File: src/rtl/filter_index_fetch_if.sv
// filter_index_fetch_if
//   Bus between the index fetcher, its compressed weight buffer and the
//   per-PE filter index decoder.
//   master : fetcher side (drives buffer reads and the decoder group stream)
//   slave  : buffer/decoder side (returns rd_data, drives stall)
//   Signals: rd_en/rd_addr/rd_data (buffer read port), index_vector,
//   weight_vector, lane_valid, out_valid (group stream), K_changing, next_a
//   (decoder control pulses), stall (downstream hold).
interface filter_index_fetch_if #(
  parameter int F      = 4,
  parameter int IDX_W  = 4,
  parameter int VAL_W  = 8,
  parameter int ADDR_W = 4
);
  logic                          rd_en;
  logic [ADDR_W-1:0]             rd_addr;
  logic [F*(IDX_W+VAL_W)-1:0]    rd_data;
  logic [F-1:0][IDX_W-1:0]       index_vector;
  logic [F-1:0][VAL_W-1:0]       weight_vector;
  logic [F-1:0]                  lane_valid;
  logic                          out_valid;
  logic                          K_changing;
  logic                          next_a;
  logic                          stall;

  modport master (
    output rd_en, rd_addr, index_vector, weight_vector, lane_valid,
           out_valid, K_changing, next_a,
    input  rd_data, stall
  );

  modport slave (
    input  rd_en, rd_addr, index_vector, weight_vector, lane_valid,
           out_valid, K_changing, next_a,
    output rd_data, stall
  );
endinterface

File: src/rtl/filter_index_fetch.sv
// filter_index_fetch
//   Streams the compressed weight buffer of one K group to the filter index
//   decoder as F-lane groups, replaying the whole set once per activation
//   group. Pads the tail group, generates K_changing / next_a and absorbs
//   stall through a one-entry skid register.
//   Ports: clk, rst (async, active high), start/num_weights/num_acts
//   (command, sampled in IDLE), busy/done (status), bus (master modport:
//   buffer read port + decoder group stream + stall).
//   rd_en/rd_addr are launched from flops; the buffer presents rd_data for
//   that address while rd_en is high, one cycle after the fetch decision.
//   The rd_en flop therefore doubles as the valid bit of the read pipe.
module filter_index_fetch #(
  parameter int F      = 4,
  parameter int IDX_W  = 4,
  parameter int VAL_W  = 8,
  parameter int ADDR_W = 4,
  parameter int CNT_W  = ADDR_W + $clog2(F) + 1
) (
  input  logic             clk,
  input  logic             rst,
  input  logic             start,
  input  logic [CNT_W-1:0] num_weights,
  input  logic [15:0]      num_acts,
  output logic             busy,
  output logic             done,
  filter_index_fetch_if.master bus
);
  localparam int LW = IDX_W + VAL_W;
  localparam int DW = F * LW;

  typedef enum logic [1:0] {IDLE, RUN, FLUSH} state_t;
  state_t state, state_nx;

  logic [CNT_W-1:0] ngrp, tail, g_cnt;
  logic [15:0]      nact, a_cnt;
  logic             rd_en_q;
  logic [ADDR_W-1:0] rd_addr_q;
  logic             tag_lip, tag_last;
  logic [DW-1:0]    out_data, skid_data, ret_data;
  logic [F-1:0]     out_mask, skid_mask, ret_mask;
  logic             out_v, out_lip, out_last;
  logic             skid_v, skid_lip, skid_last;
  logic             k_chg_q, done_q;

  logic             acc, issue, cmd_empty, drain_done, lip_nx, last_nx;
  logic [CNT_W-1:0] ngrp_in, tail_in, eff_ngrp, eff_g;
  logic [15:0]      eff_nact, eff_a;

  assign ngrp_in    = (num_weights + CNT_W'(F - 1)) / CNT_W'(F);
  assign tail_in    = num_weights % CNT_W'(F);
  assign cmd_empty  = (num_weights == '0) || (num_acts == '0);
  assign acc        = out_v && !bus.stall;
  // Either the final group leaves, or an empty command has nothing in flight.
  assign drain_done = (acc && out_last) || (!rd_en_q && !skid_v && !out_v);

  always_ff @(posedge clk or posedge rst) begin
    if (rst) state <= IDLE;
    else     state <= state_nx;
  end

  always_comb begin
    state_nx = state;
    issue    = 1'b0;
    eff_ngrp = ngrp;
    eff_nact = nact;
    eff_g    = g_cnt;
    eff_a    = a_cnt;
    // The first read goes out on the start edge, using the command inputs.
    if (state == IDLE) begin
      eff_ngrp = ngrp_in;
      eff_nact = num_acts;
      eff_g    = '0;
      eff_a    = '0;
    end
    lip_nx  = (eff_g == eff_ngrp - CNT_W'(1));
    last_nx = lip_nx && (eff_a == eff_nact - 16'd1);
    case (state)
      IDLE: if (start) begin
        issue    = !cmd_empty;
        state_nx = (cmd_empty || last_nx) ? FLUSH : RUN;
      end
      RUN: begin
        issue = !skid_v && (!out_v || acc);
        if (issue && last_nx) state_nx = FLUSH;
      end
      FLUSH: if (drain_done) state_nx = IDLE;
      default: state_nx = IDLE;
    endcase
  end

  always_ff @(posedge clk or posedge rst) begin
    if (rst) begin
      rd_en_q   <= 1'b0;
      rd_addr_q <= '0;
      tag_lip   <= 1'b0;
      tag_last  <= 1'b0;
      g_cnt     <= '0;
      a_cnt     <= '0;
      ngrp      <= '0;
      tail      <= '0;
      nact      <= '0;
      k_chg_q   <= 1'b0;
      done_q    <= 1'b0;
    end else begin
      k_chg_q <= (state == IDLE) && start;
      done_q  <= (state == FLUSH) && drain_done;
      rd_en_q <= issue;
      if ((state == IDLE) && start) begin
        ngrp <= ngrp_in;
        tail <= tail_in;
        nact <= num_acts;
        g_cnt <= '0;
        a_cnt <= '0;
      end
      if (issue) begin
        rd_addr_q <= eff_g[ADDR_W-1:0];
        tag_lip   <= lip_nx;
        tag_last  <= last_nx;
        if (lip_nx) begin
          g_cnt <= '0;
          a_cnt <= eff_a + 16'd1;
        end else begin
          g_cnt <= eff_g + CNT_W'(1);
          a_cnt <= eff_a;
        end
      end
    end
  end

  // Tail padding: lanes at or beyond tail in the last group of a pass.
  always_comb begin
    ret_data = '0;
    ret_mask = '0;
    for (int i = 0; i < F; i++) begin
      if (!(tag_lip && (tail != '0) && (CNT_W'(i) >= tail))) begin
        ret_mask[i]          = 1'b1;
        ret_data[i*LW +: LW] = bus.rd_data[i*LW +: LW];
      end
    end
  end

  // Skid drains into the output register before newer returning data.
  always_ff @(posedge clk or posedge rst) begin
    if (rst) begin
      out_v <= 1'b0; out_data <= '0; out_mask <= '0; out_lip <= 1'b0; out_last <= 1'b0;
      skid_v <= 1'b0; skid_data <= '0; skid_mask <= '0; skid_lip <= 1'b0; skid_last <= 1'b0;
    end else if (!out_v || acc) begin
      if (skid_v) begin
        out_v <= 1'b1; out_data <= skid_data; out_mask <= skid_mask;
        out_lip <= skid_lip; out_last <= skid_last;
        skid_v <= rd_en_q;
        skid_data <= rd_en_q ? ret_data : '0;
        skid_mask <= rd_en_q ? ret_mask : '0;
        skid_lip  <= rd_en_q && tag_lip;
        skid_last <= rd_en_q && tag_last;
      end else if (rd_en_q) begin
        out_v <= 1'b1; out_data <= ret_data; out_mask <= ret_mask;
        out_lip <= tag_lip; out_last <= tag_last;
      end else begin
        out_v <= 1'b0; out_data <= '0; out_mask <= '0; out_lip <= 1'b0; out_last <= 1'b0;
      end
    end else if (rd_en_q) begin
      skid_v <= 1'b1; skid_data <= ret_data; skid_mask <= ret_mask;
      skid_lip <= tag_lip; skid_last <= tag_last;
    end
  end

  always_comb begin
    bus.index_vector  = '0;
    bus.weight_vector = '0;
    for (int i = 0; i < F; i++) begin
      bus.index_vector[i]  = out_data[i*LW + VAL_W +: IDX_W];
      bus.weight_vector[i] = out_data[i*LW +: VAL_W];
    end
  end

  assign bus.rd_en      = rd_en_q;
  assign bus.rd_addr    = rd_addr_q;
  assign bus.lane_valid = out_mask;
  assign bus.out_valid  = out_v;
  assign bus.K_changing = k_chg_q;
  assign bus.next_a     = acc && out_lip;
  assign busy           = (state != IDLE);
  assign done           = done_q;
endmodule

File: src/flat_wrapper.sv
// flat-port wrapper written by rule: the top's interface ports become plain ports
module filter_index_fetch_flat 
#(
  parameter int F      = 4,
  parameter int IDX_W  = 4,
  parameter int VAL_W  = 8,
  parameter int ADDR_W = 4,
  parameter int CNT_W  = ADDR_W + $clog2(F) + 1
)
  (clk, rst, start, num_weights, num_acts, busy, done, bus_rd_en, bus_rd_addr, bus_index_vector, bus_weight_vector, bus_lane_valid, bus_out_valid, bus_K_changing, bus_next_a, bus_rd_data, bus_stall);
  filter_index_fetch_if #(.F(F), .IDX_W(IDX_W), .VAL_W(VAL_W), .ADDR_W(ADDR_W)) bus_i ();
  input  logic clk;
  input  logic rst;
  input  logic start;
  input  logic [CNT_W-1:0] num_weights;
  input  logic [15:0] num_acts;
  output logic busy;
  output logic done;
  output wire logic [$bits(bus_i.rd_en)-1:0] bus_rd_en;
  output wire logic [$bits(bus_i.rd_addr)-1:0] bus_rd_addr;
  output wire logic [$bits(bus_i.index_vector)-1:0] bus_index_vector;
  output wire logic [$bits(bus_i.weight_vector)-1:0] bus_weight_vector;
  output wire logic [$bits(bus_i.lane_valid)-1:0] bus_lane_valid;
  output wire logic [$bits(bus_i.out_valid)-1:0] bus_out_valid;
  output wire logic [$bits(bus_i.K_changing)-1:0] bus_K_changing;
  output wire logic [$bits(bus_i.next_a)-1:0] bus_next_a;
  input wire logic [$bits(bus_i.rd_data)-1:0] bus_rd_data;
  input wire logic [$bits(bus_i.stall)-1:0] bus_stall;
  assign bus_rd_en = bus_i.rd_en;
  assign bus_rd_addr = bus_i.rd_addr;
  assign bus_index_vector = bus_i.index_vector;
  assign bus_weight_vector = bus_i.weight_vector;
  assign bus_lane_valid = bus_i.lane_valid;
  assign bus_out_valid = bus_i.out_valid;
  assign bus_K_changing = bus_i.K_changing;
  assign bus_next_a = bus_i.next_a;
  assign bus_i.rd_data = bus_rd_data;
  assign bus_i.stall = bus_stall;
  filter_index_fetch #(.F(F), .IDX_W(IDX_W), .VAL_W(VAL_W), .ADDR_W(ADDR_W), .CNT_W(CNT_W)) u_core (.clk(clk), .rst(rst), .start(start), .num_weights(num_weights), .num_acts(num_acts), .busy(busy), .done(done), .bus(bus_i));
endmodule
File: config.mk
export PLATFORM = sky130hd
export DESIGN_NAME = filter_index_fetch_flat
export DESIGN_NICKNAME = d
export VERILOG_FILES = /design/src/rtl/filter_index_fetch_if.sv /design/src/rtl/filter_index_fetch.sv /design/src/flat_wrapper.sv
export SDC_FILE = /design/constraint.sdc
export NUM_CORES = 1
export LEC_CHECK = 0
export CAP_MARGIN = 20
export CORE_MARGIN = 2
export CORE_UTILIZATION = 50
export CTS_CLUSTER_SIZE = 16
export DETAILED_ROUTE_END_ITERATION = 10
export DONT_BUFFER_PORTS = 1
export PLACE_DENSITY_LB_ADDON = 0.15
export SLEW_MARGIN = 20
export SYNTH_ARGS = -nofsm -noshare
export SYNTH_HDL_FRONTEND = slang
export SYNTH_SLANG_ARGS = --single-unit
File: constraint.sdc
create_clock -name clk -period 16.5 [get_ports clk]
set_input_delay 2.475 -clock clk [delete_from_list [all_inputs] [get_ports clk]]
set_output_delay 2.475 -clock clk [all_outputs]
set_load 0.01 [all_outputs]
* After elaboration in Yosys (flattened, before gate mapping) *
Index checks and enable logic that the tools add are counted.

storage, ports and cells
  input port bits = 75
  word-level logic and storage cells = 124
  register bits = 167
  output and inout port bits = 62

cells by class
  order comparisons = 4
  add/subtract/negate cells = 5
  equality and inequality tests = 8
  multiplexer cells = 50
  reduce and logical (&&, ||, !) cells = 35

operators by type and width
  cell                                                              number
  two-way mux 48 bit                                                5
  two-way mux 16 bit                                                5
  two-way mux 12 bit                                                4
  two-way mux 7 bit                                                 4
  two-way mux 1 bit                                                 20
  two-way mux 4 bit                                                 5
  logical AND 1 bit                                                 17
  adder 16 x 1 -> 16 bit, second input constant                     1
  == test 16 bit                                                    1
  logical NOT 16 bit                                                1
  subtractor 16 x 1 -> 16 bit, second input constant                1
  two-way mux 2 bit                                                 4
  adder 7 x 1 -> 7 bit, second input constant                       1
  adder 7 x 2 -> 7 bit, second input constant                       1
  == test 7 bit                                                     1
  logical NOT 7 bit                                                 1
  nonzero test 7 bit                                                1
  inequality test 2 x 1 -> 1 bit, second input constant             3
  one-hot mux 2 bit (3 select lines)                                1
  nonzero test 2 bit                                                3
  subtractor 5 x 1 -> 6 bit, second input constant                  1
  logical NOT 1 bit                                                 5
  two-way mux 5 bit                                                 1
  greater-or-equal comparator 1 x 2 -> 1 bit, first input constant  2
  other kinds (9)                                                   13

* Depth between registers and ports, before layout *
  depth in word-level cells = 9
  gate-level depth with buffers = 18
  mapped depth without buffers = 13

* Least setup slack after synthesis *
OpenSTA, ideal clock, no wires.

  path type = input -> output
  start point = input bus_stall
  end point = output bus_next_a
  cell stages on the path = 1
  arrival = 2.644 ns
  required time = 14.025 ns
  setup slack = 11.381 ns
  path buffers = 0
  cells stage by stage = nor2_1

between the ends
  cells in the longest elaborated chain, start to end = 3

ends and longest elaborated chain
  what                RTL line                   source
  start: declaration  flat_wrapper.sv:28         input wire logic [$bits(bus_i.stall)-1:0] bus_stall;
  logical NOT 1 bit   filter_index_fetch.sv:52   assign acc = out_v && !bus.stall;
  logical AND 1 bit   filter_index_fetch.sv:52
  logical AND 1 bit   filter_index_fetch.sv:182  assign bus.next_a = acc && out_lip;
  end: declaration    flat_wrapper.sv:26         output wire logic [$bits(bus_i.next_a)-1:0] bus_next_a;

No other way between the ends.

* Worst setup path after layout *
  start point = input num_weights[1]
  end point = register u_core.a_cnt[14]

between the ends
  cells in the longest elaborated chain, start to end = 6

ends and longest elaborated chain
  what                                                                      RTL line                                             source
  start: declaration                                                        flat_wrapper.sv:15                                   input logic [CNT_W-1:0] num_weights;
  adder 7 x 2 -> 7 bit or logical NOT 7 bit (tied branches)                 filter_index_fetch.sv:49, filter_index_fetch.sv:51
  two-way mux 5 bit or logical OR 1 bit (tied branches)                     filter_index_fetch.sv:69, filter_index_fetch.sv:51
  subtractor 5 x 1 -> 6 bit or logical NOT 1 bit (tied branches)            filter_index_fetch.sv:75, filter_index_fetch.sv:79
  == test 7 bit or two-way mux 1 bit (tied branches)                        filter_index_fetch.sv:75, filter_index_fetch.sv:78
  two-way mux 16 bit or one-hot mux 1 bit (2 select lines) (tied branches)  filter_index_fetch.sv:119, filter_index_fetch.sv:77
  two-way mux 16 bit or nonzero test 2 bit (tied branches)                  --
  end signal: assignment                                                    filter_index_fetch.sv:121                            a_cnt <= eff_a + 16'd1;
  end: declaration                                                          filter_index_fetch.sv:35                             logic [15:0] nact, a_cnt;

Several ways; a longest one is shown, not always the timed one.
A chain may end at the register's enable or synchronous reset.

==> results.txt <==
----------------------------------------------------
[Drt]
  Via-to-Cell Ratio ... between 6 and 7
  Pre-Repair DR Iteration Count ... 5
  Vias ... around 6,600
  DRC errors left ... 0
  DRT Wirelength ... between 20,000 and 25,000 microns
  Final routed wire length divided by cell count ... roughly 21 microns
  DRC violation total after the first TritonRoute iteration ... 508
  Count of nets left with antenna violations after detail routing ... 0

[Clock tree]
  Cell at the root of the clock tree ... sky130_fd_sc_hd__clkbuf_16
  Max H-tree Level ... 4
  Inserted Clock Buffers ... 17
  Number of buffers between clock root and the deepest sink ... 2
  Setup repair bufs after CTS ... 0
  # clock sinks ... around 170
  CTS resizes ... 0
  Cts-stage hold buffer count ... 0
  Clk_lat worst skew ... around 0.43 ns
  Clock tree from TritonCTS ... built
  Clock slew seen by the registers of the worst setup and hold paths ... roughly 0.070 ns

[Global routing]
  All-layer global routing usage ... around a quarter
  Met3 routing resource usage after global routing ... 6.73%
  Global routing met2 resource utilization ... 35.2%
  Most Crowded Layer GR ... met2
  Antenna violations before repair ... 0
  Wire length of the first global-routing pass ... ~34,000 microns
  Via count of the first global-routing pass ... 6,416
  Met1 track demand over resource in global routing ... ~33%
  Largest net degree at the start of global routing ... between 100 and 150
  Residual overflow from global routing ... 0

[Timing]
  Count of pins over their slew limit ... 0
  Min setup slack post-route ... around 11 ns
  Clock Skew ... about 0.0092 ns
  Final-report hold violation count ... 0
  Unrepaired setup endpoints after global routing ... false
  Pin slew with the least headroom to its limit ... 1.04 ns
  Final critical path time including I/O delays and setup ... between 5 and 6 ns
  Slew margin rel. ... 30.3%
  Share of the clock period used by the worst path after layout ... about a third
  TNS Setup ... 0 ns
  Highest achievable clock rate ... 190 MHz
  Total setup violations reported at the end of the flow ... 0

[Yosys]
  Number of instances in the synthesized netlist ... between 800 and 900
  Synthesized area ... roughly 0.0084 sq mm
  Commonest register cell after synthesis ... sky130_fd_sc_hd__dfrtp_1
  Cell variety after synth ... between 70 and 80
  Number of flops mapped to enable cells by yosys ... 0
  Syn Nets ... around 900
  Warning count from the yosys run ... 0
  Number of flip-flops and latches in the synthesized netlist ... 167
  Post-synth ARST share ... 100%
  Sequential area share after synthesis ... 49.5%
  Average cell area after synthesis ... 10.4 sq um

[Die]
  Die height ... around 130 microns
  Effective utilization at floorplan ... between 50% and 60%
  Die Span X ... ~130 microns
  Overall die area ... 0.0179 sq mm
  Core Rows ... between 40 and 50
  IO Count ... ~140
  Core Area ... approximately 0.017 sq mm

[Cells and area]
  Cell Count, Final, Fillers Out ... between 1,000 and 1,500
  Most frequent cells in the layout ... sky130_fd_sc_hd__dfrtp_1 (166), sky130_fd_sc_hd__nor2_1 (67), sky130_fd_sc_hd__a22o_1 (52)
  Share of post-route cells with drive strength above 1 ... 10.8%
  Most common cell after layout, fill and taps aside ... sky130_fd_sc_hd__dfrtp_1
  Synth-to-layout area growth ... 8.07%
  Number of nets in the finished design ... ~860
  Final core utilization ... between 50 and 60%
  Total inserted antenna cells ... 0

[Placed design]
  Port Buf Inserts ... 0
  DP Cell Count ... 976
  Gpl congestion ... between 0.8 and 0.9
  Post-Place Setup Slack ... roughly 11 ns
  Estimated wirelength of the detail-placed design ... around 14,000 microns

[Run]
  Maximum capacitance violations ... 0

[Hold path]
  Path category of the worst min-delay check ... register to register

[Worst setup path]
  Type of destination of the critical path ... register
  Worst Path Required ... about 17 ns
  Most used cell, CP ... sky130_fd_sc_hd__a21oi_1
  Startpoint Class ... primary input
  Cell with the largest stage delay on the worst path ... sky130_fd_sc_hd__nor4_4
  Crit-path max cell delay ... about 0.9 ns
  Signal arrival time at the worst endpoint ... 5.57 ns
  Cell-by-cell trace of the critical path ... o21ai_0, xor2_1, nor2_1, a21oi_1, ha_1, xnor2_1, a2111oi_0, a31o_2, nand4_1, nor4_4, nand3_1, a21oi_1, mux2i_1
  Critical path start-end classification ... primary input to register
  Worst-path maximum fanout ... 18

[Power and ir drop]
  Total power density per cell area ... ~170 mW/mm^2
  Power after layout ... ~1.5 mW
  Largest voltage drop on the vdd net ... 0.0000750 V
  Lkg Pwr ... 4.07 nW

[Outcome]
  Outcome ... finished clean

----------------------------------------------------
[report_power, final]
part	internal (mW)	switching [mW]	total, mW	leakage (nW)
Clock	0.218	0.190	0.408	0.289
Sequential	0.552	0.144	0.696	2.15
Combinational	0.191	0.241	0.432	1.63
[layout make-up]
class                           instances  area (sq um)
Clock buffer                           17           425
Sequential cell                       167          4180
Timing Repair Buffer                    7          52.6
Tap cell                              220           275
Fill cell                            1424          7410
Clock inverter                         15           184
Inverter                               11          46.3
Multi-Input combinational cell        572          3950
[stage by stage]
step	hold slack (ns)	area, sq um
5_1_grt	0.507	9120
4_1_cts	0.477	9100
3_3_place_gp	0.453	8490
3_5_place_dp	0.461	8490
2_1_floorplan	0.442	8440
6_report	0.474	9120
[logic make-up after synthesis]
family / synth area share, %
flops: 49.5
compound gates: 22.0
mux: 4.11
simple gates: 15.8
fa+ha+maj: 0.593
xor+xnor: 4.15
buf+inv: 3.84
[synthesized netlist by cell type, drive strengths merged (12+ instances only)]
cell / instances / area [sq um]
buf: 16 / 125
a21oi: 35 / 183
clkbuf: 42 / 158
xor2: 17 / 149
nand2: 47 / 176
nor3: 18 / 100
dfrtp: 167 / 4180
a221o: 36 / 360
xnor2: 23 / 201
o21ai: 39 / 195
and3: 43 / 269
nor2: 68 / 263
nand3: 16 / 80.1
a221oi: 12 / 105
a22o: 52 / 455
mux2: 21 / 236
[state kept, by name, summed over array words and instances (netlist names), 2 cells and up]
signal                 flops
u_core.skid_data          48
u_core.bus.rd_addr         4
u_core.a_cnt              16
u_core.nact               16
u_core.ngrp                5
u_core.bus.lane_valid      4
u_core.state               2
u_core.tail                2
u_core.skid_mask           4
u_core.out_data           48
u_core.g_cnt               7
[layer usage]
| layer | wire length [microns] | vias to the layer above |
|---|---|---|
| met5 | 0 | - |
| met4 | 378 | 0 |
| met3 | 1800 | 31 |
| met2 | 9560 | 241 |
| met1 | 9250 | 3323 |
| li1 | - | 2983 |
[final timing paths]
path                       cells after the start                               to                       startpoint  slack (ns)
setup reg to reg                              12      u_core.state[0]$_DFFE_PP0P_      u_core.state[1]$_DFFE_PP0P_       12.28
hold reg to reg                                1  u_core.skid_mask[2]$_DFFE_PP0P_  u_core.skid_mask[2]$_DFFE_PP0P_        0.47
hold / removal                                 1  u_core.skid_mask[2]$_DFFE_PP0P_  u_core.skid_mask[2]$_DFFE_PP0P_        0.47
min in group asynchronous                      1       u_core.ngrp[3]$_DFFE_PP0P_                              rst        2.11
max in group asynchronous                      2        u_core.skid_v$_DFFE_PP0P_                              rst       12.96
setup / recovery                              13     u_core.a_cnt[14]$_DFFE_PP0P_                   num_weights[1]       11.24
[critical path, delay by kind of cell]
kind,cells,cell delay (ns)
xor+xnor,2,0.33
simple gates,4,1.38
mux,1,0.09
compound gates,5,1.00
fa+ha+maj,1,0.28
Power figures use the tool's default switching activity.
